$ cat src/rtl/param_cfg_pkg.sv
// Shared types, widths, addresses and string helper for the config sequencer.
package param_cfg_pkg;

  typedef enum logic [2:0] {StIdle, StSend, StGap, StCsum, StDone} state_e;

  localparam int unsigned CFG_ADDR_W    = 4;
  localparam int unsigned CFG_DATA_W    = 8;
  localparam logic [CFG_ADDR_W-1:0] CSUM_ADDR = 4'hF;
  localparam int unsigned STR_BASE_ADDR = 2;
  localparam int unsigned MAX_STR_LEN   = 13;

  // String literals are right-aligned, so character k (leftmost = 0) sits at byte len-1-k.
  function automatic logic [CFG_DATA_W-1:0] str_byte(input logic [8*MAX_STR_LEN-1:0] s,
                                                     input int unsigned len,
                                                     input int unsigned k);
    if (k >= len) return '0;
    return CFG_DATA_W'(s >> (8 * (len - 1 - k)));
  endfunction

endpackage

$ cat src/rtl/param_cfg_sequencer_if.sv
// Valid/ready config-write port between the sequencer and the config register file.
interface param_cfg_sequencer_if;
  import param_cfg_pkg::*;

  logic                  cfg_valid;
  logic                  cfg_ready;
  logic [CFG_ADDR_W-1:0] cfg_addr;
  logic [CFG_DATA_W-1:0] cfg_data;

  modport master (output cfg_valid, output cfg_addr, output cfg_data, input cfg_ready);
  modport slave  (input cfg_valid, input cfg_addr, input cfg_data, output cfg_ready);

endinterface

$ cat src/rtl/param_cfg_gap_timer.sv
// Loadable down-counter timing the idle gap after each accepted config word.
module param_cfg_gap_timer #(
  parameter int unsigned GapCycles = 2
) (
  input  logic clk_i,
  input  logic rst_ni,
  input  logic load_i,
  input  logic tick_i,
  output logic expired_o,
  output logic bypass_o
);

  // Loaded with GapCycles-1 so the gap state is left on the GapCycles-th edge.
  localparam int unsigned LoadVal = (GapCycles > 0) ? GapCycles - 1 : 0;
  localparam int unsigned CntW    = (LoadVal > 0) ? $clog2(LoadVal + 1) : 1;

  logic [CntW-1:0] cnt_q, cnt_d;

  always_comb begin
    cnt_d = cnt_q;
    if (load_i) begin
      cnt_d = CntW'(LoadVal);
    end else if (tick_i && (cnt_q != '0)) begin
      cnt_d = cnt_q - CntW'(1);
    end
  end

  always_ff @(posedge clk_i or negedge rst_ni) begin
    if (!rst_ni) begin
      cnt_q <= '0;
    end else begin
      cnt_q <= cnt_d;
    end
  end

  assign expired_o = (cnt_q == '0);
  assign bypass_o  = (GapCycles == 0);

endmodule

$ cat src/rtl/param_cfg_sequencer.sv
// Post-reset config sequencer: streams parameter bytes as config writes, then releases O.
// Optional trailing checksum word at CSUM_ADDR when PARAM_CFG_CHECKSUM_EN is defined.
module param_cfg_sequencer
  import param_cfg_pkg::*;
#(
  parameter int                         PARAM_INTEGER       = 10,
  parameter logic [7:0]                 PARAM_INTEGER_SIZED = 8'(65535),
  parameter logic [8*MAX_STR_LEN-1:0]   PARAM_STRING        = (8*MAX_STR_LEN)'("A string."),
  parameter int unsigned                STR_LEN             = 9,
  parameter int unsigned                GAP_CYCLES          = 2
) (
  input  logic                         clk,
  input  logic                         rst_n,
  input  logic                         I,
  output logic                         O,
  input  logic                         start,
  param_cfg_sequencer_if.master        cfg_if,
  output logic                         done,
  output logic                         busy
);

  if (STR_LEN < 1 || STR_LEN > MAX_STR_LEN) begin : g_bad_str_len
    $error("param_cfg_sequencer: STR_LEN must be in 1..13");
  end

  localparam logic [7:0] IntByte = 8'(PARAM_INTEGER);
  localparam logic [3:0] LastIdx = 4'(STR_BASE_ADDR + STR_LEN - 1);

  // Word address equals table index, so only the data byte needs a lookup.
  function automatic logic [CFG_DATA_W-1:0] word_data(input logic [3:0] idx);
    if (idx == 4'd0) return IntByte;
    if (idx == 4'd1) return PARAM_INTEGER_SIZED;
    return str_byte(PARAM_STRING, STR_LEN, 32'(idx) - STR_BASE_ADDR);
  endfunction

  state_e                state_q;
  logic [3:0]            idx_q;
  logic                  valid_q;
  logic [CFG_ADDR_W-1:0] addr_q;
  logic [CFG_DATA_W-1:0] data_q;
  logic                  done_q;
`ifdef PARAM_CFG_CHECKSUM_EN
  logic [CFG_DATA_W-1:0] csum_q;
`endif

  logic gap_load, gap_tick, gap_expired, gap_bypass;

  assign gap_load = (state_q == StSend) && cfg_if.cfg_ready && (idx_q != LastIdx);
  assign gap_tick = (state_q == StGap);

  param_cfg_gap_timer #(
    .GapCycles (GAP_CYCLES)
  ) u_gap_timer (
    .clk_i     (clk),
    .rst_ni    (rst_n),
    .load_i    (gap_load),
    .tick_i    (gap_tick),
    .expired_o (gap_expired),
    .bypass_o  (gap_bypass)
  );

  always_ff @(posedge clk or negedge rst_n) begin
    if (!rst_n) begin
      state_q <= StIdle;
      idx_q   <= '0;
      valid_q <= 1'b0;
      addr_q  <= '0;
      data_q  <= '0;
      done_q  <= 1'b0;
`ifdef PARAM_CFG_CHECKSUM_EN
      csum_q  <= '0;
`endif
    end else begin
      unique case (state_q)
        StIdle: begin
          state_q <= StSend;
          idx_q   <= '0;
          valid_q <= 1'b1;
          addr_q  <= '0;
          data_q  <= word_data(4'd0);
          done_q  <= 1'b0;
        end
        StSend: begin
          if (cfg_if.cfg_ready) begin
`ifdef PARAM_CFG_CHECKSUM_EN
            csum_q <= csum_q + data_q;
`endif
            idx_q  <= idx_q + 4'd1;
            if (idx_q == LastIdx) begin
`ifdef PARAM_CFG_CHECKSUM_EN
              state_q <= StCsum;
              addr_q  <= CSUM_ADDR;
              data_q  <= csum_q + data_q;
`else
              state_q <= StDone;
              valid_q <= 1'b0;
              done_q  <= 1'b1;
`endif
            end else if (gap_bypass) begin
              addr_q <= idx_q + 4'd1;
              data_q <= word_data(idx_q + 4'd1);
            end else begin
              state_q <= StGap;
              valid_q <= 1'b0;
            end
          end
        end
        StGap: begin
          if (gap_expired) begin
            state_q <= StSend;
            valid_q <= 1'b1;
            addr_q  <= idx_q;
            data_q  <= word_data(idx_q);
          end
        end
`ifdef PARAM_CFG_CHECKSUM_EN
        StCsum: begin
          if (cfg_if.cfg_ready) begin
            state_q <= StDone;
            valid_q <= 1'b0;
            done_q  <= 1'b1;
          end
        end
`endif
        StDone: begin
          if (start) begin
            state_q <= StIdle;
            done_q  <= 1'b0;
`ifdef PARAM_CFG_CHECKSUM_EN
            csum_q  <= '0;
`endif
          end
        end
        default: state_q <= StIdle;
      endcase
    end
  end

  assign cfg_if.cfg_valid = valid_q;
  assign cfg_if.cfg_addr  = addr_q;
  assign cfg_if.cfg_data  = data_q;
  assign done             = done_q;
  assign busy             = rst_n & ~done_q;
  assign O                = done_q & I;

endmodule

$ cat src/flat_wrapper.sv
// flat-port wrapper written by rule: the top's interface ports become plain ports
module param_cfg_sequencer_flat import param_cfg_pkg::*;
#(
  parameter int                         PARAM_INTEGER       = 10,
  parameter logic [7:0]                 PARAM_INTEGER_SIZED = 8'(65535),
  parameter logic [8*MAX_STR_LEN-1:0]   PARAM_STRING        = (8*MAX_STR_LEN)'("         "),
  parameter int unsigned                STR_LEN             = 9,
  parameter int unsigned                GAP_CYCLES          = 2
)
  (clk, rst_n, I, O, start, done, busy, cfg_if_cfg_valid, cfg_if_cfg_addr, cfg_if_cfg_data, cfg_if_cfg_ready);
  param_cfg_sequencer_if cfg_if_i ();
  input  logic clk;
  input  logic rst_n;
  input  logic I;
  output logic O;
  input  logic start;
  output logic done;
  output logic busy;
  output wire logic [$bits(cfg_if_i.cfg_valid)-1:0] cfg_if_cfg_valid;
  output wire logic [$bits(cfg_if_i.cfg_addr)-1:0] cfg_if_cfg_addr;
  output wire logic [$bits(cfg_if_i.cfg_data)-1:0] cfg_if_cfg_data;
  input wire logic [$bits(cfg_if_i.cfg_ready)-1:0] cfg_if_cfg_ready;
  assign cfg_if_cfg_valid = cfg_if_i.cfg_valid;
  assign cfg_if_cfg_addr = cfg_if_i.cfg_addr;
  assign cfg_if_cfg_data = cfg_if_i.cfg_data;
  assign cfg_if_i.cfg_ready = cfg_if_cfg_ready;
  param_cfg_sequencer #(.PARAM_INTEGER(PARAM_INTEGER), .PARAM_INTEGER_SIZED(PARAM_INTEGER_SIZED), .PARAM_STRING(PARAM_STRING), .STR_LEN(STR_LEN), .GAP_CYCLES(GAP_CYCLES)) u_core (.clk(clk), .rst_n(rst_n), .I(I), .O(O), .start(start), .cfg_if(cfg_if_i), .done(done), .busy(busy));
endmodule
$ cat config.mk
export PLATFORM = sky130hd
export DESIGN_NAME = param_cfg_sequencer_flat
export DESIGN_NICKNAME = d
export VERILOG_FILES = /design/src/rtl/param_cfg_pkg.sv /design/src/rtl/param_cfg_sequencer_if.sv /design/src/rtl/param_cfg_gap_timer.sv /design/src/rtl/param_cfg_sequencer.sv /design/src/flat_wrapper.sv
export SDC_FILE = /design/constraint.sdc
export NUM_CORES = 1
export LEC_CHECK = 0
export CAP_MARGIN = 20
export CORE_MARGIN = 2
export CORE_UTILIZATION = 38
export DETAILED_ROUTE_END_ITERATION = 8
export GPL_TIMING_DRIVEN = 1
export PLACE_DENSITY = 0.67
export SKIP_LAST_GASP = 1
export SLEW_MARGIN = 40
export SYNTH_ARGS = -nofsm -noshare
export SYNTH_HDL_FRONTEND = slang
export SYNTH_SLANG_ARGS = --single-unit
$ cat constraint.sdc
create_clock -name clk -period 2.42 [get_ports clk]
set_clock_uncertainty 0.1 [all_clocks]
set_input_delay 0.484 -clock clk [delete_from_list [all_inputs] [get_ports clk]]
set_output_delay 0.484 -clock clk [all_outputs]
set_load 0.02 [all_outputs]
---- After elaboration in Yosys (flattened, before gate mapping) ----
Cells that the tools add are included.
cells by class
  $add $sub $neg .......................... 4
  order comparisons ....................... 1
  equality and inequality tests ........... 10
  shift-type cells ........................ 1
  multiplexer cells ....................... 38
  bitwise operators ....................... 3
  reduce and logical (&&, ||, !) cells .... 15
operators by type and width
  operator                                                                              number
  70-bit by 32-bit >> shifter with 8-bit output, first input constant                   1
  8-bit two-way mux                                                                     7
  32-bit by 4-bit greater-or-equal comparator with 1-bit output, second input constant  1
  4-bit by 29-bit subtractor with 29-bit output, first input constant                   1
  1-bit two-way mux                                                                     19
  4-bit one-hot mux with 2 select lines                                                 2
  8-bit one-hot mux with 2 select lines                                                 1
  3-bit two-way mux                                                                     4
  3-bit one-hot mux with 4 select lines                                                 1
  4-bit two-way mux                                                                     2
  2-bit inequality test, second input constant                                          4
  1-bit one-hot mux with 3 select lines                                                 2
  3-bit AND reduction                                                                   2
  2-bit nonzero test                                                                    3
  3-bit nonzero test                                                                    2
  4-bit by 2-bit subtractor with 5-bit output, second input constant                    1
  4-bit by 1-bit adder with 4-bit output, second input constant                         1
  4-bit by 1-bit == test with 1-bit output, second input constant                       1
  4-bit == test, second input constant                                                  1
  4-bit logical NOT                                                                     1
  4-bit inequality test, second input constant                                          1
  2-bit AND reduction                                                                   2
  4-bit AND reduction                                                                   1
  3-bit by 1-bit == test with 1-bit output, second input constant                       1
  other kinds (7)                                                                       10
storage, ports and cells
  register bits ........................... 22
  input bits .............................. 5
  output and inout port bits .............. 16
  word-level logic and storage cells ...... 79

---- Logic depth before layout (Yosys ltp) ----
  depth after elaboration ................. 16
  depth in mapped cells ................... 10
  depth with buffers taken out ............ 10

---- Cells and area by module ----
Synthesis repeated with hierarchy kept, for this count alone.
second synthesis, totals
  cell total of the unflattened synthesis .. 142
  area total of the unflattened synthesis .. 1370.1 um^2
by module, submodules not included
  module               instances  cells each  area each (um^2)  seq. area each (um^2)
  param_cfg_sequencer  1          137         1318.8            400.4
  param_cfg_gap_timer  1          5           51.3              25.0

---- Worst setup path after synthesis ----
No wires, ideal clock.
  kind .................................... reg2reg
  from .................................... register u_core.idx_q[1]
  to ...................................... register u_core.data_q[5] (netlist: u_core.cfg_if.cfg_data[5])
  library setup time ...................... 0.077 ns
  arrival time ............................ 2.433 ns
  data required time ...................... 2.243 ns
  setup slack ............................. -0.189 ns
  cell stages (with the launch flop) ...... 11
  path buffers ............................ 0
  period minus slack after synthesis ...... 2.609 ns
  cell sequence ........................... dfrtp_1 > inv_1 > ha_1 > xnor2_1 > a21oi_1 > a21o_1 > ha_1 > or4b_1 > nor3b_2 > nand4_1 > o21ai_1
between the ends
  cells in the longest elaborated chain, start to end .. 12
  elaborated cells on any way between the ends .. 24
  classes of those cells .................. 2 x add/sub; 1 x order compare; 1 x eq/ne; 1 x shift; 18 x mux; 1 x reduce/logical
ends and longest elaborated chain
  what                                                                                                   RTL line                    text
  start: declaration                                                                                     param_cfg_sequencer.sv:37   logic [3:0] idx_q;
  start signal: assignment                                                                               param_cfg_sequencer.sv:88   idx_q <= idx_q + 4'd1;
  parallel branches: the longest is 9 deep, another holds 4-bit by 29-bit subtractor with 29-bit output  -
  8-bit two-way mux *                                                                                    param_cfg_sequencer.sv:32   if (idx == 4'd1) return PARAM_INTEGER_SIZED;
  8-bit two-way mux *                                                                                    param_cfg_sequencer.sv:109  if (gap_expired) begin
  8-bit one-hot mux with 2 select lines *                                                                param_cfg_sequencer.sv:74   unique case (state_q)
  end signal: assignment                                                                                 param_cfg_sequencer.sv:80   data_q <= word_data(4'd0);
  end signal: assignment                                                                                 param_cfg_sequencer.sv:101  data_q <= word_data(idx_q + 4'd1);
  end signal: assignment                                                                                 param_cfg_sequencer.sv:113  data_q <= word_data(idx_q);
  end: declaration                                                                                       param_cfg_sequencer.sv:40   logic [CFG_DATA_W-1:0] data_q;
Every way passes the cells marked *. The select of a mux whose other input is x is not followed.
A chain may end at the register's enable or synchronous reset.

---- Worst setup path after layout ----
  from .................................... input rst_n
  to ...................................... output busy
between the ends
  cells in the longest elaborated chain, start to end .. 1
ends and longest elaborated chain
  what                RTL line                    text
  start: declaration  flat_wrapper.sv:13          input logic rst_n;
  1-bit bitwise AND   param_cfg_sequencer.sv:143  assign busy = rst_n & ~done_q;
  end: declaration    flat_wrapper.sv:18          output logic busy;
No other way between the ends.

==> impl_metrics.yaml <==
outcome:
  outcome: "finished clean"
finish:
  fin_cells: 196
  fin_nets: 173
  area_growth_pct: 28.31
  antenna_cells: 0
  drive_gt1_frac: 0.1974
setup_path:
  critPathLaunch: "rst_n"
  worstPathRequired_ps: 1840
  cp-end-kind: "output pin"
  timing.rr.start: "u_core.idx_q[1]"
  crit_type: "input pin to output pin"
  crit_arrival_ps: 1700
  worstPathMaxFanout: 2
  cp-start-kind: "input pin"
die:
  num_rows: 20
  pin_count: 21
  dieArea_um2: 3680
  die_h_um: 60.66
  core_area_um2: 3053
  dieWidth_um: 60.66
  start_util: 0.3996
synthesis:
  synth_area_leaders: "dfrtp_1 35%, ha_1 15%, nor2_1 4.0%"
  synth_adder_area_share: 0.1538
  synthTopCellsByCount: "17 x dfrtp_1, 15 x ha_1, 13 x nor2_1"
  synth-seq-area-share: 0.3487
  synth.most_common_cell: "dfrtp_1"
  synth_compound_area_frac: 0.1795
  async_flop_share: 1.000
  synth_fp_nets: 147
  synth.largest_area_cell: "dfrtp_1"
  syn_area_per_cell_um2: 9.606
  synth_top_area_frac: 0.3487
  yosysUniqueCellTypes: 41
  yosys.area_share.simple: 0.2103
  muxShareOfSynthArea: 0.01744
  syn_area_um2: 1220
  synth_edf_count: 0
  synth-seq-cells: 17
  yosysWarnings: 0
  synth_xor_area_frac: 0.01436
  synthCells: 127
  synthFlopType: "dfrtp_1"
  synth_top_family_by_area: "simple AND/OR/NAND/NOR gates"
placement:
  gp_congestion: 0.7310
  dp_slack_ps: 50.92
  place_inst: 191
  place_hpwl_mm: 1.920
  port_buffers: 20
drt:
  wl_per_cell_um: 12.78
  drt_iter0_markers: 19
  vias: 1002
  vias_per_cell: 5.112
  antenna_left: 0
  drt_pre_antenna_iters: 4
  wirelength_mm: 2.505
  drc_errors: 0
min_path:
  holdCritPathClass: "register to register"
  worstHoldStart: "u_core.cfg_if.cfg_addr[2]"
global_routing:
  track_usage: 0.1498
  overflow: 0
  grt_pass1_wl_mm: 4.071
  grt_pass1_vias: 911
  grt_max_degree: 18
  antenna_found_initial: 0
job:
  cap_violations: 0
clocking:
  cts_tree: "built"
  clock_latency_ps: 290
  clk_pin_slew_ps: 100
  cts_buffers: 3
  clockBufferDepth: 2
  htreeDepth: 1
  numClockSinks: 17
  cts_root_buffer: "clkbuf_4"
power:
  finalPower_w: 0.001487
  vdd_drop_max_mv: 0.3473
  powerDensity_nw_per_um2: 950.1
  p_leak_nw: 0.6996
sta:
  whs_ps: 409.5
  max_freq_ghz: 0.4381
  finalCriticalPeriod_ps: 2283
  tightest_slew_ps: 550.0
  hold_viol: 0
  drv_slew: 0
  period_share: 0.9433
  fin_ws_ps: 137.2
  setup_viol: 0
  relSlewSlack: 0.6333
## final cells by class
class / instances / area [um2]
fill: 304 / 1488
multi-input combinational: 95 / 753.2
sequential: 17 / 427.9
timing repair buffer: 31 / 282.8
tap: 44 / 55.05
clock buffer: 3 / 22.52
inverter: 5 / 18.77
clock inverter: 1 / 5.005
## critical path: stages
cell and delay [ps]:
clkdlybuf4s50_1 470, nor2b_1 130, clkdlybuf4s50_1 610
## kinds of logic (layout without fill, tap and decap cells)
kind of cell | Yosys count | count (layout)
buffers and inverters | 15 | 40
xor gates and xnor gates | 2 | 2
muxes | 2 | 2
adders and majority gates | 15 | 15
DFF | 17 | 17
AOI/OAI and AO/OA | 32 | 32
and+or+nand+nor | 44 | 44
## what timing repair did
action,4_1_cts,5_1_grt
endpoints found under the setup margin,0,1
setup buffers,0,1
gates resized for setup,0,10
hold buffers,0,0
## layer usage
layer / GRT usage / wire length [um] / up-vias
met3: 0.03838 / 121 / 2
met1: 0.1926 / 1104 / 475
met5: 0 / 0 / -
met2: 0.2519 / 1263 / 22
met4: 0.03727 / 16 / 0
li1: - / - / 503
## registers in the layout, summed over array words and instances (netlist names)
| register | cells |
|---|---|
| u_core.cfg_if.cfg_addr | 4 |
| u_core.cfg_if.cfg_data | 3 |
| u_core.cfg_if.cfg_valid | 1 |
| u_core.done | 1 |
| u_core.idx_q | 4 |
| u_core.u_gap_timer.cnt_q | 1 |
| u_core.state_q | 3 |
## through the flow
stage | cell area [um2] | setup TNS [ps] | util
after floorplan | 1235 | 0 | -
after global placement | 1491 | 0 | 0.4885
after detailed placement | 1491 | 0 | 0.4885
after CTS | 1519 | 0 | 0.4975
after global routing | 1565 | -2.452 | 0.5127
final | 1565 | 0 | 0.5127
## report_power, final
group,internal (W),switching (W)
combinational,0.000444,0.000430
sequential,0.000356,0.000105
clock,0.0000614,0.0000902
## cell usage in the layout, fill, tap and decap left out, types with 2 or more instances in the layout
cell / netlist / final
dfrtp_2: 0 / 2
o21ai_1: 1 / 2
ha_1: 15 / 13
nor2_1: 13 / 13
nand4_1: 2 / 2
a21oi_1: 5 / 4
o21ai_0: 9 / 8
nand2b_1: 3 / 3
nand2_1: 9 / 8
buf_4: 5 / 11
inv_2: 0 / 2
dfrtp_1: 17 / 15
o32a_1: 2 / 2
a21o_1: 3 / 3
and4b_1: 2 / 2
inv_1: 5 / 3
nand3_1: 3 / 3
a22o_1: 5 / 5
clkdlybuf4s50_1: 0 / 20
clkbuf_4: 0 / 3
## path summary, 6_finish.rpt
kind | to | slack, ps | depth (start not counted)
max | busy | 140 | 3
min reg2reg | u_core.cfg_if.cfg_addr[2] | 410 | 1
min | u_core.cfg_if.cfg_addr[2] | 410 | 1
max in group asynchronous | u_core.idx_q[1] | 1580 | 2
max reg2reg | u_core.cfg_if.cfg_data[5] | 170 | 10
min in group asynchronous | u_core.cfg_if.cfg_addr[3] | 440 | 2
(Power assumes the default switching activity.)
